File: config.mk
export PLATFORM = sky130hd
export DESIGN_NAME = window_gen
export DESIGN_NICKNAME = d
export VERILOG_FILES = /design/src/rtl/nn_pkg.sv /design/src/rtl/line_buffer.sv /design/src/rtl/window_gen.sv
export SDC_FILE = /design/constraint.sdc
export NUM_CORES = 1
export LEC_CHECK = 0
export ABC_AREA = 1
export CORE_ASPECT_RATIO = 1.4
export CORE_MARGIN = 10
export CORE_UTILIZATION = 30
export DETAILED_ROUTE_END_ITERATION = 10
export MAX_ROUTING_LAYER = met4
export PLACE_DENSITY = 0.47
export SLEW_MARGIN = 30
export SYNTH_ARGS = -nofsm -noshare
export SYNTH_HDL_FRONTEND = slang
export SYNTH_HIERARCHICAL = 1
export SYNTH_SLANG_ARGS = --single-unit
File: constraint.sdc
create_clock -name clk -period 6.18 [get_ports clk]
set_input_delay 1.545 -clock clk [delete_from_list [all_inputs] [get_ports clk]]
set_output_delay 1.545 -clock clk [all_outputs]
set_load 0.1 [all_outputs]
File: src/rtl/nn_pkg.sv
`default_nettype none
// ============================================================================
//  Module      : nn_pkg
//  Description : Shared image/window geometry and the window_gen FSM encoding.
//  Revision    : 1.0 - initial release
// ============================================================================
package nn_pkg;

  localparam int K_SIZE = 3;   // window edge length
  localparam int IMG_W  = 28;  // pixels per row
  localparam int IMG_H  = 28;  // rows per frame
  localparam int PIX_W  = 9;   // signed pixel width

  // window_gen sequencing states
  typedef logic [1:0] win_state_t;

  localparam win_state_t c_FILL  = 2'd0;  // priming the line buffers, no windows
  localparam win_state_t c_RUN   = 2'd1;  // valid-region windows are produced
  localparam win_state_t c_FLUSH = 2'd2;  // holding the final window of a frame

endpackage : nn_pkg
`default_nettype wire

File: src/rtl/line_buffer.sv
`default_nettype none
// ============================================================================
//  Module      : line_buffer
//  Description : Fixed DEPTH-sample delay line built as a circular buffer
//                addressed by a single pointer. o_dout is the sample pushed
//                DEPTH pushes ago and is valid before the current push.
//  Revision    : 1.0 - initial release
// ============================================================================
module line_buffer #(
  parameter int DEPTH = nn_pkg::IMG_W,
  parameter int W     = nn_pkg::PIX_W
) (
  input  logic                clk,
  input  logic                rst,     // asynchronous, active-low
  input  logic                i_push,
  input  logic signed [W-1:0] i_din,
  output logic signed [W-1:0] o_dout
);

  localparam int                 c_PTR_W   = (DEPTH > 1) ? $clog2(DEPTH) : 1;
  localparam logic [c_PTR_W-1:0] c_PTR_MAX = c_PTR_W'(DEPTH - 1);
  localparam logic [c_PTR_W-1:0] c_PTR_ONE = c_PTR_W'(1);

  logic signed [W-1:0]  r_mem [0:DEPTH-1];
  logic [c_PTR_W-1:0]   r_ptr;

  // The slot about to be overwritten holds the oldest sample: read-before-write.
  assign o_dout = r_mem[r_ptr];

  // Advance the single read/write pointer once per push, wrapping at DEPTH.
  always_ff @(posedge clk or negedge rst) begin
    if (!rst) begin
      r_ptr <= '0;
    end else if (i_push) begin
      r_ptr <= (r_ptr == c_PTR_MAX) ? '0 : r_ptr + c_PTR_ONE;
    end
  end

  // Storage is deliberately not reset; the FILL phase overwrites stale rows.
  always_ff @(posedge clk) begin
    if (i_push) begin
      r_mem[r_ptr] <= i_din;
    end
  end

endmodule : line_buffer
`default_nettype wire

File: src/rtl/window_gen.sv
`default_nettype none
// ============================================================================
//  Module      : window_gen
//  Description : Raster-order sliding-window generator. Produces every
//                valid-region K_SIZE x K_SIZE window of an IMG_W x IMG_H frame
//                with a valid/ready handshake on both sides.
//  Revision    : 1.0 - initial release
// ============================================================================
module window_gen #(
  parameter int K_SIZE = nn_pkg::K_SIZE,
  parameter int IMG_W  = nn_pkg::IMG_W,
  parameter int IMG_H  = nn_pkg::IMG_H,
  parameter int PIX_W  = nn_pkg::PIX_W
) (
  input  logic                        clk,
  input  logic                        rst,        // asynchronous, active-low
  input  logic signed [PIX_W-1:0]     pix_in,
  input  logic                        pix_valid,
  output logic                        pix_ready,
  output logic signed [PIX_W-1:0]     windowImg [0:K_SIZE-1][0:K_SIZE-1],
  output logic                        win_valid,
  input  logic                        win_ready,
  output logic [$clog2(IMG_H)-1:0]    win_row,
  output logic [$clog2(IMG_W)-1:0]    win_col,
  output logic                        frame_done
);

  import nn_pkg::*;

  localparam int c_ROW_W = $clog2(IMG_H);
  localparam int c_COL_W = $clog2(IMG_W);
  localparam int c_NLB   = K_SIZE - 1;

  localparam logic [c_ROW_W-1:0] c_ROW_MAX   = c_ROW_W'(IMG_H - 1);
  localparam logic [c_ROW_W-1:0] c_ROW_FIRST = c_ROW_W'(K_SIZE - 1);
  localparam logic [c_ROW_W-1:0] c_ROW_PRIME = c_ROW_W'(K_SIZE - 2);
  localparam logic [c_ROW_W-1:0] c_ROW_ONE   = c_ROW_W'(1);
  localparam logic [c_COL_W-1:0] c_COL_MAX   = c_COL_W'(IMG_W - 1);
  localparam logic [c_COL_W-1:0] c_COL_FIRST = c_COL_W'(K_SIZE - 1);
  localparam logic [c_COL_W-1:0] c_COL_ONE   = c_COL_W'(1);

  win_state_t                 r_state;
  logic [c_ROW_W-1:0]         r_row;
  logic [c_COL_W-1:0]         r_col;
  logic signed [PIX_W-1:0]    r_win [0:K_SIZE-1][0:K_SIZE-1];
  logic                       r_win_valid;
  logic [c_ROW_W-1:0]         r_win_row;
  logic [c_COL_W-1:0]         r_win_col;
  logic                       r_frame_done;

  logic                       w_accept;
  logic                       w_complete;
  logic                       w_last_col;
  logic                       w_last_row;
  logic signed [PIX_W-1:0]    w_lb_in  [0:c_NLB-1];
  logic signed [PIX_W-1:0]    w_lb_out [0:c_NLB-1];
  logic signed [PIX_W-1:0]    w_col_new [0:K_SIZE-1];

  // Upstream may only push when the output slot is free or being drained,
  // never while the last window of a frame is parked, and never in reset.
  assign pix_ready  = rst && (r_state != c_FLUSH) && (!r_win_valid || win_ready);
  assign w_accept   = pix_valid && pix_ready;
  assign w_last_col = (r_col == c_COL_MAX);
  assign w_last_row = (r_row == c_ROW_MAX);
  // The pixel at (row, col) closes a window only when the window lies fully
  // inside the current frame rows and does not wrap across a row boundary.
  assign w_complete = (r_row >= c_ROW_FIRST) && (r_col >= c_COL_FIRST);

  assign windowImg  = r_win;
  assign win_valid  = r_win_valid;
  assign win_row    = r_win_row;
  assign win_col    = r_win_col;
  assign frame_done = r_frame_done;

  // Line buffer 0 holds the previous row; each older buffer is fed by the
  // sample displaced from the one before it.
  for (genvar gi = 0; gi < c_NLB; gi++) begin : g_lb
    if (gi == 0) begin : g_head
      assign w_lb_in[gi] = pix_in;
    end else begin : g_tail
      assign w_lb_in[gi] = w_lb_out[gi-1];
    end

    line_buffer #(
      .DEPTH (IMG_W),
      .W     (PIX_W)
    ) u_line_buffer (
      .clk    (clk),
      .rst    (rst),
      .i_push (w_accept),
      .i_din  (w_lb_in[gi]),
      .o_dout (w_lb_out[gi])
    );
  end

  // Assemble the incoming right-hand column, oldest row at index 0.
  always_comb begin
    for (int r = 0; r < K_SIZE - 1; r++) begin
      w_col_new[r] = w_lb_out[K_SIZE-2-r];
    end
    w_col_new[K_SIZE-1] = pix_in;
  end

  // Track the raster position of the next pixel to be accepted.
  always_ff @(posedge clk or negedge rst) begin
    if (!rst) begin
      r_row <= '0;
      r_col <= '0;
    end else if (w_accept) begin
      if (w_last_col) begin
        r_col <= '0;
        r_row <= w_last_row ? '0 : r_row + c_ROW_ONE;
      end else begin
        r_col <= r_col + c_COL_ONE;
      end
    end
  end

  // Slide the window one column left per accepted pixel; only accepted
  // pixels move it, so a stalled window is naturally held.
  always_ff @(posedge clk or negedge rst) begin
    if (!rst) begin
      for (int r = 0; r < K_SIZE; r++) begin
        for (int c = 0; c < K_SIZE; c++) begin
          r_win[r][c] <= '0;
        end
      end
    end else if (w_accept) begin
      for (int r = 0; r < K_SIZE; r++) begin
        for (int c = 0; c < K_SIZE - 1; c++) begin
          r_win[r][c] <= r_win[r][c+1];
        end
        r_win[r][K_SIZE-1] <= w_col_new[r];
      end
    end
  end

  // Output handshake: a completing pixel (re)loads the slot, a consumed
  // window without a replacement empties it.
  always_ff @(posedge clk or negedge rst) begin
    if (!rst) begin
      r_win_valid <= 1'b0;
      r_win_row   <= '0;
      r_win_col   <= '0;
    end else if (w_accept && w_complete) begin
      r_win_valid <= 1'b1;
      r_win_row   <= r_row - c_ROW_FIRST;
      r_win_col   <= r_col - c_COL_FIRST;
    end else if (win_ready) begin
      r_win_valid <= 1'b0;
    end
  end

  // Frame sequencing: prime the buffers, stream windows, then park the
  // final window until it is taken and flag the end of the frame.
  always_ff @(posedge clk or negedge rst) begin
    if (!rst) begin
      r_state      <= c_FILL;
      r_frame_done <= 1'b0;
    end else begin
      r_frame_done <= 1'b0;
      case (r_state)
        c_FILL: begin
          if (w_accept && w_last_col && (r_row == c_ROW_PRIME)) begin
            r_state <= c_RUN;
          end
        end
        c_RUN: begin
          if (w_accept && w_last_col && w_last_row) begin
            r_state <= c_FLUSH;
          end
        end
        c_FLUSH: begin
          if (win_ready) begin
            r_state      <= c_FILL;
            r_frame_done <= 1'b1;
          end
        end
        default: begin
          r_state <= c_FILL;
        end
      endcase
    end
  end

endmodule : window_gen
`default_nettype wire
==> out/results.md <==
Outcome
• **status** completed

Synth
• **Post-Syn Area** 27,260 um2
• **commonest cells in the netlist** 1,262 x nand2_1, 504 x edfxtp_1, 424 x inv_1
• **leading cell types by total area after synthesis** edfxtp_1 56%, nand2_1 17%, dfrtp_1 11%
• **count of cell types in the netlist** 26
• **Seq/Total Area, Yosys** 66.09%
• **number of warning messages in the yosys log** 6
• **Syn Nets** 2,870
• **post-synthesis cell count** 2,838
• **cell type with the highest aggregate area in the netlist** edfxtp_1
• **area fraction of the dominant cell type after synthesis** 55.53%
• **share of flip-flops with an asynchronous set or reset** 18.58%
• **Post-synth top flop** edfxtp_1
• **number of register bits inferred by synthesis** 619
• **top-count cell post-synth** nand2_1
• **Synth Area per Inst** 9.604 um2
• **number of flops mapped to enable cells by yosys** 504

Route
• **routed vias/inst** 4.304
• **DR DRC count** 0
• **DRT antenna net count** 0
• **first-pass detailed-route iteration total** 5
• **DRT Wirelength** 75,660 um
• **overall via count from detail_route** 17,930
• **WL/cell** 18.17 um
• **initial detailed-routing violation count** 1,168

Clocking
• **cells resized by post-CTS repair** 0
• **H-tree levels** 3
• **worst-skew pair later-pin latency** 0.60 ns
• **buffer cell driving the clock tree root** clkbuf_16
• **clock transition at the registers of the reported paths** 0.06 ns
• **cts hold-fix bufs** 0
• **Sinks on Clock Net** 619
• **buffer depth of the longest clock path** 3
• **number of buffers added by the clock tree synthesis step** 68
• **TritonCTS clock tree** done
• **postcts setup bufs** 0

Setup path
• **Crit. End Element** primary output
• **most repeated library cell on the critical path** inv_1
• **Slowest Stage Delay on Critical Path** 0.46 ns
• **critical path class** in -> out
• **Critical Path RT** 4.64 ns
• **maximum net fanout on the critical path** 4
• **CP Cell Sequence** clkdlybuf4s50_1 -> inv_1 -> nand2_1 -> inv_1 -> nor2_1 -> buf_4
• **data arrival at the endpoint of the critical path** 2.67 ns
• **kind of start point of the critical path** input pin
• **standard cell with the maximum stage delay on the critical path** clkdlybuf4s50_1

Final layout
• **area added between synthesis and finish** 14.97%
• **total area of multi-input combinational cells** 6945 um2
• **Layout Cells excl Fill** 4,165
• **count of inserted antenna diode cells** 0
• **flip-flop and latch area** 18,020 um2
• **proportion of layout cells with a drive suffix above 1** 5.610%
• **Fillers** 9,172
• **nets** 2,957

Timing
• **Fin Setup TNS** 0 ns
• **Fin Clk Skew** 0.02632 ns
• **hold violation total from the final report** 0
• **actual transition at the worst max-transition pin** 1.026 ns
• **final setup slack of the worst path** 1.962 ns
• **minimum period implied by the final worst setup slack** 4.218 ns
• **timing-limited maximum frequency** 237.1 MHz
• **total setup violations reported at the end of the flow** 0
• **max-slew violation count** 0
• **remaining max-slew budget at the tightest pin** 31.37%
• **setup repair after global routing missed its margin** no
• **Final Cycle Share** 68.25%
• **worst hold margin** 0.4752 ns

Power and ir drop
• **switching portion of total power** 40.18%
• **PD cells** 455.8 nW/um2
• **sequential share of power** 39.6%
• **leakage component of the power** 13.89 nW
• **portion of total power attributed to the clock network** 26.9%
• **sw power** 5.738 mW
• **internal power** 8.544 mW
• **Combinational Power Share** 33.5%
• **post-route total power** 14.28 mW
• **largest vdd supply drop** 0.3818 mV

Placed design
• **Final HPWL DP** 46,610 um
• **Port Buffer Count** 106
• **routability congestion estimate** 0.7935
• **number of placed cells counting well taps** 4,043
• **post-placement setup slack** 1.468 ns

Global routing
• **vias in the first global route** 18,230
• **global-route wire length before repair** 113,300 um
• **GRT Total Usage** 14.90%
• **remaining global-route overflow** 0
• **initial antenna violation count** 0
• **pin count of the biggest net entering global routing** 91

Die
• **Core Area** 89,950 um2
• **Die ar.** 103,500 um2
• **number of standard-cell rows in the floorplan** 130
• **initial core utilization** 30.30%
• **Die Ht** 376.6 um
• **Die Wd** 274.7 um
• **Boundary Pins** 107

Run
• **max-cap violations** 0

Hold path
• **class of the tightest hold or removal check** reg -> reg

-- worst paths after layout --
check                                                      startpoint                                      endpoint  slack [ns]  depth (start not counted)
min                                         windowImg[73]$_DFFE_PN0P_                     windowImg[73]$_DFFE_PN0P_        0.48                          2
max                                                         win_ready                                     pix_ready        1.96                          6
max reg2reg                g_lb[0].u_line_buffer/r_ptr[0]$_DFFE_PN0P_  g_lb[1].u_line_buffer/r_mem[12][3]$_DFFE_PP_        2.62                         10
max in group asynchronous                                         rst    g_lb[0].u_line_buffer/r_ptr[0]$_DFFE_PN0P_        4.20                          2
min in group asynchronous                                         rst                         win_valid$_DFFE_PN0P_        0.92                          1
min reg2reg                                 windowImg[73]$_DFFE_PN0P_                     windowImg[73]$_DFFE_PN0P_        0.48                          2
-- routing by layer --
layer | track usage (%) | part of all wire, % | vias to the layer above
met5 | - | 0 | -
met2 | 26.51 | 53 | 297
met3 | 1.927 | 2.9 | 113
met4 | 5.482 | 3.1 | 0
met1 | 16.81 | 41 | 8482
li1 | - | - | 9033
-- kinds of logic after synthesis --
group,share of synthesized area [%]
AOI/OAI and AO/OA,0.8630
and+or+nand+nor,23.49
xor gates and xnor gates,0.2571
adders and majority gates,0.8722
buffers and inverters,8.433
DFF,66.09
-- per-stage QoR --
stage               cell area (um2)  utilization, %
finish                        31340           34.84
global route                  31340           34.84
CTS                           31330           34.83
detailed placement            29240           32.51
global placement              29330           32.60
floorplan                     27260               -
-- sequential cells by signal, summed over array words and instances, names as in the netlist, 2 cells and up --
name / count
r_col: 5
win_col: 5
win_row: 5
windowImg: 81
g_lb.u_line_buffer/r_mem: 504
r_row: 5
g_lb.u_line_buffer/r_ptr: 10
r_state: 2
-- placed cells by master, fill, tap and decap left out, drive strengths merged, types with 17 or more instances in the layout --
master         instances
dfrtp                115
nand2               1265
a21oi                 21
clkdlybuf4s50         81
nor2                 103
ha                    19
buf                   53
edfxtp               504
clkinv                17
nand3                211
inv                  428
clkbuf               107
-- cell type report --
cell class              instances  area share (%)
clock buffers                 107           6.365
multi-input cells            1670           22.16
inverters                     432           5.199
clock inverters                15          0.3035
repair buffers                134           3.709
flip-flops and latches        619           57.51
well taps                    1188           4.744
-- power groups by stage --
stage	clock network, mW	logic, mW	registers, mW
final	3.85	4.78	5.65
after global routing	4.13	5.16	5.70
after CTS	3.97	4.91	5.66
after detailed placement	0	4.90	5.74
after global placement	0	4.92	5.75
after floorplan	0	1.92	6.81
-- critical path, delay by kind of cell --
kind,cells,cell delay (ns)
AND/OR/NAND/NOR,2,0.24
buffers and inverters,4,0.88
No activity file was read; power rests on OpenSTA's default activity.
